## src/rtl/bottle_pkg.sv

```systemverilog
// Shared types, defaults and BCD helpers for the bottle-filling setup front end.
//   state_e  : 3-bit mode FSM state codes (also shown on the display)
//   bcd_t    : one BCD digit
//   bcd2_t   : two-digit packed BCD value {h, l}
//   bcd2_inc_skip0 / bcd2_dec_skip0 : limit stepping over 01..99, skipping x0
package bottle_pkg;

    typedef enum logic [2:0] {
        ST_IDLE     = 3'd0,
        ST_SET_PILL = 3'd1,
        ST_SET_BOT  = 3'd2,
        ST_CLEAR    = 3'd3,
        ST_RUN      = 3'd4,
        ST_PAUSE    = 3'd5,
        ST_DONE     = 3'd6
    } state_e;

    typedef logic [3:0] bcd_t;

    typedef struct packed {
        bcd_t h;
        bcd_t l;
    } bcd2_t;

    localparam logic [7:0] PILL_DEF = 8'h12;
    localparam logic [7:0] BOT_DEF  = 8'h05;

    // Units digit 0 is never produced: the counter stage ends a bottle on
    // units == limitL-1, which has no meaning for limitL == 0.
    function automatic bcd2_t bcd2_inc_skip0(input bcd2_t v);
        bcd2_t r;
        r = v;
        if (v.l >= 4'd9) begin
            r.l = 4'd1;
            r.h = (v.h >= 4'd9) ? 4'd0 : v.h + 4'd1;   // 99 -> 01
        end else begin
            r.l = v.l + 4'd1;
        end
        return r;
    endfunction

    function automatic bcd2_t bcd2_dec_skip0(input bcd2_t v);
        bcd2_t r;
        r = v;
        if (v.l <= 4'd1) begin
            r.l = 4'd9;
            r.h = (v.h == 4'd0) ? 4'd9 : v.h - 4'd1;   // 01 -> 99
        end else begin
            r.l = v.l - 4'd1;
        end
        return r;
    endfunction

endpackage

```

## src/rtl/btn_conditioner.sv

```systemverilog
// Push-button conditioner: 2-FF synchroniser, debounce counter, rising-edge
// detector. Emits one 1-cycle pulse DEB_CYCLES+3 cycles after a raw rising
// edge that stays stable; holding the button never repeats.
//   CLK   : clock
//   RST_N : async active-low reset
//   raw   : asynchronous raw button level, active-high
//   pulse : registered 1-cycle press pulse
module btn_conditioner #(
    parameter int DEB_CYCLES = 250000
) (
    input  logic CLK,
    input  logic RST_N,
    input  logic raw,
    output logic pulse
);
    localparam int CW = (DEB_CYCLES < 2) ? 1 : $clog2(DEB_CYCLES + 1);

    logic          s1_q, s2_q;
    logic          deb_q, deb_prev_q;
    logic [CW-1:0] cnt_q;
    logic          pulse_q;

    always_ff @(posedge CLK or negedge RST_N) begin
        if (!RST_N) begin
            s1_q       <= 1'b0;
            s2_q       <= 1'b0;
            deb_q      <= 1'b0;
            deb_prev_q <= 1'b0;
            cnt_q      <= '0;
            pulse_q    <= 1'b0;
        end else begin
            s1_q       <= raw;
            s2_q       <= s1_q;
            deb_prev_q <= deb_q;
            pulse_q    <= deb_q & ~deb_prev_q;
            // Any return to the accepted level restarts the stability window,
            // so a glitch shorter than DEB_CYCLES is discarded.
            if (s2_q == deb_q) begin
                cnt_q <= '0;
            end else if (cnt_q == CW'(DEB_CYCLES - 1)) begin
                cnt_q <= '0;
                deb_q <= s2_q;
            end else begin
                cnt_q <= cnt_q + CW'(1);
            end
        end
    end

    assign pulse = pulse_q;

endmodule

```

## src/rtl/bottle_setup_ctrl.sv

```systemverilog
// Operator front end of the bottle-filling counter. Debounces four buttons,
// holds the pill and bottle limits as 2-digit BCD, and runs the mode FSM that
// drives the downstream counter stage.
//   CLK, RST_N               : clock, async active-low reset
//   btn_mode/up/down/start   : raw buttons
//   allFull                  : batch-complete flag from the counter stage
//   maxH/maxL                : pill limit (BCD tens/units)
//   bot_maxH/bot_maxL        : bottle limit (BCD tens/units)
//   isWork/EN_work/EN_set/set: counter stage controls
//   state_o                  : FSM state code for display
//   edit_blink               : high while a limit is being edited
module bottle_setup_ctrl
    import bottle_pkg::*;
#(
    parameter int         DEB_CYCLES = 250000,
    parameter logic [7:0] PILL_INIT  = PILL_DEF,
    parameter logic [7:0] BOT_INIT   = BOT_DEF
) (
    input  logic       CLK,
    input  logic       RST_N,
    input  logic       btn_mode,
    input  logic       btn_up,
    input  logic       btn_down,
    input  logic       btn_start,
    input  logic       allFull,
    output logic [3:0] maxL,
    output logic [3:0] maxH,
    output logic [3:0] bot_maxL,
    output logic [3:0] bot_maxH,
    output logic       isWork,
    output logic       EN_work,
    output logic       EN_set,
    output logic       set,
    output logic [2:0] state_o,
    output logic       edit_blink
);
    logic p_mode, p_up, p_down, p_start;

    btn_conditioner #(.DEB_CYCLES(DEB_CYCLES)) u_mode  (.CLK(CLK), .RST_N(RST_N), .raw(btn_mode),  .pulse(p_mode));
    btn_conditioner #(.DEB_CYCLES(DEB_CYCLES)) u_up    (.CLK(CLK), .RST_N(RST_N), .raw(btn_up),    .pulse(p_up));
    btn_conditioner #(.DEB_CYCLES(DEB_CYCLES)) u_down  (.CLK(CLK), .RST_N(RST_N), .raw(btn_down),  .pulse(p_down));
    btn_conditioner #(.DEB_CYCLES(DEB_CYCLES)) u_start (.CLK(CLK), .RST_N(RST_N), .raw(btn_start), .pulse(p_start));

    // Only the highest-priority pulse of a cycle acts: mode > start > up > down.
    logic act_mode, act_start, act_up, act_down;
    assign act_mode  = p_mode;
    assign act_start = p_start & ~p_mode;
    assign act_up    = p_up    & ~p_mode & ~p_start;
    assign act_down  = p_down  & ~p_mode & ~p_start & ~p_up;

    state_e state_q, state_d;
    bcd2_t  pill_q, pill_d, bot_q, bot_d;
    logic   is_work_q, en_work_q, en_set_q, set_q, blink_q;

    always_comb begin
        state_d = state_q;
        pill_d  = pill_q;
        bot_d   = bot_q;
        case (state_q)
            ST_IDLE: begin
                if (act_mode)       state_d = ST_SET_PILL;
                else if (act_start) state_d = ST_CLEAR;
            end
            ST_SET_PILL: begin
                if (act_mode)       state_d = ST_SET_BOT;
                else if (act_up)    pill_d  = bcd2_inc_skip0(pill_q);
                else if (act_down)  pill_d  = bcd2_dec_skip0(pill_q);
            end
            ST_SET_BOT: begin
                if (act_mode)       state_d = ST_IDLE;
                else if (act_up)    bot_d   = bcd2_inc_skip0(bot_q);
                else if (act_down)  bot_d   = bcd2_dec_skip0(bot_q);
            end
            ST_CLEAR:               state_d = ST_RUN;
            ST_RUN: begin
                // Batch completion beats a concurrent pause request.
                if (allFull)        state_d = ST_DONE;
                else if (act_start) state_d = ST_PAUSE;
            end
            ST_PAUSE: begin
                if (act_mode)       state_d = ST_IDLE;
                else if (act_start) state_d = ST_RUN;
            end
            ST_DONE: begin
                if (act_mode)       state_d = ST_IDLE;
                else if (act_start) state_d = ST_CLEAR;
            end
            default:                state_d = ST_IDLE;
        endcase
    end

    // Controls are decoded from the next state so they line up with state_o.
    always_ff @(posedge CLK or negedge RST_N) begin
        if (!RST_N) begin
            state_q   <= ST_IDLE;
            pill_q    <= PILL_INIT;
            bot_q     <= BOT_INIT;
            is_work_q <= 1'b0;
            en_work_q <= 1'b0;
            en_set_q  <= 1'b0;
            set_q     <= 1'b1;
            blink_q   <= 1'b0;
        end else begin
            state_q <= state_d;
            pill_q  <= pill_d;
            bot_q   <= bot_d;
            case (state_d)
                ST_SET_PILL, ST_SET_BOT: begin
                    {is_work_q, en_work_q, en_set_q, set_q} <= 4'b0011;
                    blink_q <= 1'b1;
                end
                ST_CLEAR: begin
                    {is_work_q, en_work_q, en_set_q, set_q} <= 4'b0110;
                    blink_q <= 1'b0;
                end
                ST_RUN, ST_DONE: begin
                    // DONE keeps isWork so allFull stays latched downstream.
                    {is_work_q, en_work_q, en_set_q, set_q} <= 4'b1001;
                    blink_q <= 1'b0;
                end
                ST_PAUSE: begin
                    {is_work_q, en_work_q, en_set_q, set_q} <= 4'b1101;
                    blink_q <= 1'b0;
                end
                default: begin
                    {is_work_q, en_work_q, en_set_q, set_q} <= 4'b0001;
                    blink_q <= 1'b0;
                end
            endcase
        end
    end

    assign maxH       = pill_q.h;
    assign maxL       = pill_q.l;
    assign bot_maxH   = bot_q.h;
    assign bot_maxL   = bot_q.l;
    assign isWork     = is_work_q;
    assign EN_work    = en_work_q;
    assign EN_set     = en_set_q;
    assign set        = set_q;
    assign state_o    = state_q;
    assign edit_blink = blink_q;

endmodule

```

## config.mk

```make
export PLATFORM = sky130hd
export DESIGN_NAME = bottle_setup_ctrl
export DESIGN_NICKNAME = d
export VERILOG_FILES = /design/src/rtl/bottle_pkg.sv /design/src/rtl/btn_conditioner.sv /design/src/rtl/bottle_setup_ctrl.sv
export SDC_FILE = /design/constraint.sdc
export NUM_CORES = 1
export LEC_CHECK = 0
export CAP_MARGIN = 20
export CORE_ASPECT_RATIO = 0.75
export CORE_MARGIN = 5
export CORE_UTILIZATION = 32
export DETAILED_ROUTE_END_ITERATION = 10
export SETUP_SLACK_MARGIN = 0.15
export SLEW_MARGIN = 30
export SYNTH_ARGS = -nofsm -noshare
export SYNTH_HDL_FRONTEND = slang
export SYNTH_SLANG_ARGS = --single-unit
export TNS_END_PERCENT = 1
```

## constraint.sdc

```tcl
create_clock -name CLK -period 5.9 [get_ports CLK]
set_clock_uncertainty 0.15 [all_clocks]
set_input_delay 1.18 -clock CLK [delete_from_list [all_inputs] [get_ports CLK]]
set_output_delay 1.18 -clock CLK [all_outputs]
set_load 0.02 [all_outputs]
```

# Word-level counts from Yosys, hierarchy flattened
# Index checks and enable logic that the tools add are counted.
dict set report totals {
  ff_bits 116
  out_inout_bits 24
}
dict set report classes {
  add_sub_neg 12
  magnitude_cmp 6
  n_eq_ne 22
  n_mux 39
  bitwise 21
  reduce_logical 18
}
# cell count
set ops {}
lappend ops {{$mux W18} 8}
lappend ops {{$add A18 B1 Y18 const B} 4}
lappend ops {{$eq A18 B18 Y1 const B} 4}
lappend ops {{$mux W4} 12}
lappend ops {{$mux W8} 4}
lappend ops {{$mux W3} 9}
lappend ops {{$pmux W3 S7} 1}
lappend ops {{$eq A3 B3 Y1 const B} 6}
lappend ops {{$add A4 B1 Y4 const B} 4}
lappend ops {{$ge A4 B4 Y1 const B} 4}
lappend ops {{$sub A4 B1 Y4 const B} 4}
lappend ops {{$eq A3 B2 Y1 const B} 4}
lappend ops {{$not A1 Y1} 11}
lappend ops {{$and A1 B1 Y1} 10}
lappend ops {{$reduce_and A5 Y1} 2}
lappend ops {{$le A4 B1 Y1 const B} 2}
lappend ops {{$logic_not A4 Y1} 2}
lappend ops {{$reduce_and A2 Y1} 4}
lappend ops {{$eq A3 B1 Y1 const B} 2}
lappend ops {{$reduce_and A3 Y1} 2}
lappend ops {{$reduce_bool A2 Y1} 3}
lappend ops {{$reduce_or A3 Y1} 2}
lappend ops {{$mux W1} 5}
lappend ops {{$eq A1 B1 Y1} 4}
lappend ops {{other kinds (3)} 5}

# Longest topological paths before layout
dict set report logic_depth {
  depth_word 8
  ltp_mapped 8
  ltp_nobuf 7
}

# Hierarchy
# From an unflattened synthesis, not the netlist that was laid out.
dict set report unflattened {
  hier_cells 609
  hier_area_um2 6229.7
}
# module instances cells_per_inst area_per_inst_um2 seq_area_each_um2
set by_module_without_submodules {}
lappend by_module_without_submodules {{btn_conditioner at u_mode ...} 3 101 1086.0 575.6}
lappend by_module_without_submodules {bottle_setup_ctrl 1 206 1870.5 606.8}
lappend by_module_without_submodules {{btn_conditioner at u_down} 1 100 1101.1 575.6}

# Worst setup path after synthesis
# Ideal clock, no wire load.
dict set report synth_timing {
  path_kind {input to register}
  from {input allFull}
  to {register en_set_q (netlist: EN_set)}
  setup_time_ns 0.123
  arrival_time_ns 1.977
  required_ns 5.627
  setup_slack_ns 3.651
  cell_stages 5
  path_cell_list {nor4b_1 > a221oi_1 > o21ai_1 > xnor2_1 > o21ai_1}
}
dict set report synth_between {
  elab_chain_len 5
  elab_cells_between_ends 7
}
# item line_no
set synth_rtl {}
lappend synth_rtl {{start, declared} bottle_setup_ctrl.sv:25} ;# input logic allFull,
lappend synth_rtl {{$mux W3 *} bottle_setup_ctrl.sv:77} ;# if (allFull) state_d = ST_DONE;
lappend synth_rtl {{$pmux W3 S7 *} bottle_setup_ctrl.sv:59} ;# case (state_q)
lappend synth_rtl {{via state_d[0]} bottle_setup_ctrl.sv:51} ;# state_e state_q, state_d;
lappend synth_rtl {{$eq A3 B1 Y1 / $eq A3 B2 Y1 (equally long branches)} bottle_setup_ctrl.sv:107} ;# case (state_d)
lappend synth_rtl {{$reduce_or A3 Y1 (no source line) *} --}
lappend synth_rtl {{$mux W1 *} bottle_setup_ctrl.sv:107}
lappend synth_rtl {{end signal, assigned} bottle_setup_ctrl.sv:109} ;# {is_work_q, en_work_q, en_set_q, set_q} <= 4'b0011;
lappend synth_rtl {{end signal, assigned} bottle_setup_ctrl.sv:113} ;# {is_work_q, en_work_q, en_set_q, set_q} <= 4'b0110;
lappend synth_rtl {{end signal, assigned} bottle_setup_ctrl.sv:118} ;# {is_work_q, en_work_q, en_set_q, set_q} <= 4'b1001;
lappend synth_rtl {{end, declared} bottle_setup_ctrl.sv:53} ;# logic is_work_q, en_work_q, en_set_q, set_q, blink_q;
# Mark *: on every way through the listed nets, which the timed path passes. The rest lies on a longest branch.
# A chain may end at the register's enable or synchronous reset.

# Worst setup path in the final report
dict set report layout_timing {
  from {register pill_q (netlist bit maxH[0])}
  to {output maxH[0]}
}
# item line_no
set layout_lines {}
lappend layout_lines {{start, declared} bottle_setup_ctrl.sv:52} ;# bcd2_t pill_q, pill_d, bot_q, bot_d;
lappend layout_lines {{start signal, assigned} bottle_setup_ctrl.sv:105} ;# pill_q <= pill_d;
lappend layout_lines {{end, declared} bottle_setup_ctrl.sv:27} ;# output logic [3:0] maxH,
# No word-level cell between the ends.

==> summary.txt <==
post-synthesis cell type count = 56
post-DP HPWL = 8.08 mm
sw frac = 20.7%
post-route worst setup slack = 2.93 ns
Fin Setup TNS = 0 ns
synthesized area = 5720 um2
pin count of the biggest net entering global routing = 71
CP delay by family, top = buffers and inverters
NumNets Final = 641
register bit count reported by yosys = 116
area occupied by multi-input gates = 2630 um2
Detail Route Antenna Nets = 0
TritonCTS clock tree = done
outcome = complete, no violations
FILL cells = 1715
mean post-synth cell area = 9.79 um2
Ports = 31
CP arrival = 1.64 ns
combinational fraction of design power = 2.3%
Buf+Inv Stages, Crit Path = 1
hold_buf cts = 0
f_max = 337 MHz
register area share after synthesis = 50.9%
Iteration-0 DRC Markers = 356
Sw Pwr = 0.000400 W
Post-synth EDFFs = 0
Place WS = 3.05 ns
vias in the first global route = 4143
ratio of cells with drive above 1 in the final layout = 8.40%
Syn Inst Count = 584
Placeable Area = 17600 um2
Critical Path Slowest Stage Cell = clkdlybuf4s50_1
Met1 Wirelength = 5.78 mm
die width = 164 um
initial antenna violation count = 0
Reg power frac = 42.4%
RSZ-0062 raised after global routing = no
CP Launch Type = flop
Critical Path RT = 4.57 ns
Syn Nets = 607
Worst path max stage delay = 0.63 ns
worst hold-check path type = flop to flop
Worst-Skew Late Latency = 0.40 ns
sequential cell area = 2910 um2
worst hold slack = 0.202 ns
YS warnings = 0
Max-Cap Viols = 0
drt total wl = 11.8 mm
worst path cell trace = clkdlybuf4s50_1
DRC Markers = 0
WL met3 = 477 um
TritonCTS buffer count = 17
Max VDD drop = 0.000180 V
Final Wtd Congestion = 0.779
Worst Tran Pin Value = 0.718 ns
via count = 4241
Port-buffer cells = 30
Post-CTS Setup Bufs = 0
H-tree Lvls = 4
Clock Tree Root = clkbuf_16
Final Power = 0.00193 W
Avg WL per Cell = 13.5 um
Final Setup Violations = 0
Layout area overhead = 20.2%
Cell Pwr Density = 280 nW/um2
Resized cells post-CTS = 0
DIE AREA = 20700 um2
Via-to-Cell Ratio = 4.86
Final Instance Area = 6870 um2
fin crit period = 2.97 ns
dpl cell area = 6250 um2
Final period util = 50.3%
GR Util All Layers = 12.0%
num rows = 42
drt first pass iters = 4
ant diodes = 0
WS Path Type = flop to output pin
Reg clk slew, reported paths = 0.05 ns
overflow left after global routing = 0
Die Y = 126 um
Initial Utilization = 32.5%
top fanout value on the critical path = 9
DR WL met2 = 5.42 mm
Clk network pwr share = 55.3%
Async S/R FF share, synth = 100%
Max Slew Vio Count = 0
Sink Count = 116
CTS Buffer Depth = 2
top layer in use = met4
first-pass GRT wire length = 20.1 mm
crit path capture type = output pin
relative slew slack = 52.1%
Hold Vio Cnt, Final = 0
internal power = 0.00153 W
leak pwr = 2.86 nW
Synth Flop Type = dfrtp_1
[logic make-up (layout without fill, tap and decap cells)]
family | count (synthesis) | after routing | synth area share [%]
simple gates | 264 | 264 | 22.9
flops | 116 | 116 | 50.9
compound gates | 70 | 70 | 7.79
xor+xnor | 69 | 69 | 10.6
buf+inv | 42 | 89 | 3.08
fa+ha+maj | 16 | 16 | 3.50
mux | 7 | 7 | 1.33
[path summary, 6_finish.rpt]
path	start	to	slack, ns	depth (start not counted)
max	maxH[0]$_DFFE_PN1P_	maxH[0]	2.93	1
min	u_start.s1_q$_DFF_PN0_	u_start.s2_q$_DFF_PN0_	0.20	0
max reg2reg	u_mode.cnt_q[0]$_DFF_PN0_	u_mode.cnt_q[10]$_DFF_PN0_	3.62	5
min reg2reg	u_start.s1_q$_DFF_PN0_	u_start.s2_q$_DFF_PN0_	0.20	0
max in group asynchronous	RST_N	u_up.cnt_q[5]$_DFF_PN0_	3.91	2
min in group asynchronous	RST_N	bot_maxH[0]$_DFFE_PN0P_	0.61	1
[cells in the mapped netlist, drive strengths merged, types with 3 or more instances]
library cell | n | share of area (%)
clkbuf | 7 | 0.46
nor4b | 7 | 1.4
dfstp | 5 | 2.3
nor2b | 6 | 0.66
a31oi | 3 | 0.33
or2 | 3 | 0.37
a21oi | 13 | 1.1
a21boi | 3 | 0.39
nand3 | 30 | 2.6
xnor2 | 25 | 3.8
nor3b | 3 | 0.48
o21ai | 27 | 2.4
nand2 | 40 | 2.6
xor2 | 44 | 6.7
nor4 | 10 | 1.1
o22ai | 4 | 0.44
buf | 10 | 0.98
inv | 25 | 1.6
nand2b | 5 | 0.55
nand4 | 25 | 2.7
dfrtp | 111 | 49
and2 | 3 | 0.33
nor3 | 9 | 0.79
mux2 | 5 | 0.98
and3 | 6 | 0.66
ha | 16 | 3.5
o31ai | 4 | 0.53
nor2 | 109 | 7.2
[cell usage in the layout (no fill, tap or decap), types with 16 or more instances in the layout]
cell / count
clkbuf_16: 17
clkdlybuf4s50_1: 29
dfrtp_1: 111
ha_1: 16
inv_1: 25
nand2_1: 40
nand3_1: 30
nand4_1: 25
nor2_1: 109
o21ai_0: 23
xnor2_1: 25
xor2_1: 44
[cell type report]
cell class / count / area share, %
tap: 242 / 4.41
multi-input combinational: 426 / 38.3
timing repair buffer: 32 / 4.61
sequential: 116 / 42.3
clock inverter: 12 / 2.62
inverter: 25 / 1.37
clock buffer: 20 / 6.35
[per-stage QoR]
step | cells | util, %
final | 873 | 39.0
after floorplan | 584 | -
after global routing | 873 | 39.0
after detailed placement | 841 | 35.5
after CTS | 873 | 39.0
after global placement | 841 | 35.5
[power by group through the flow]
stage / combinational [W] / sequential [W] / clock [W]
after detailed placement: 0.0000466 / 0.000830 / 0
final: 0.0000451 / 0.000816 / 0.00107
after CTS: 0.0000472 / 0.000816 / 0.00109
after global placement: 0.0000448 / 0.000829 / 0
after global routing: 0.0000531 / 0.000817 / 0.00113
after floorplan: 0.0000224 / 0.000827 / 0
[sequential cells by signal, indices dropped and copies added (netlist names), 3 cells and up]
name	cells
u_down.cnt_q	18
u_mode.cnt_q	18
u_start.cnt_q	18
u_up.cnt_q	18
bot_maxH	4
bot_maxL	4
maxH	4
maxL	4
state_o	3
[per-layer routing]
metal / vias up / global-route usage, %
met5: - / 0
met4: 0 / 3.77
met3: 12 / 3.53
met2: 75 / 18.4
met1: 2081 / 16.3
li1: 2073 / -
Power figures use the tool's default switching activity.
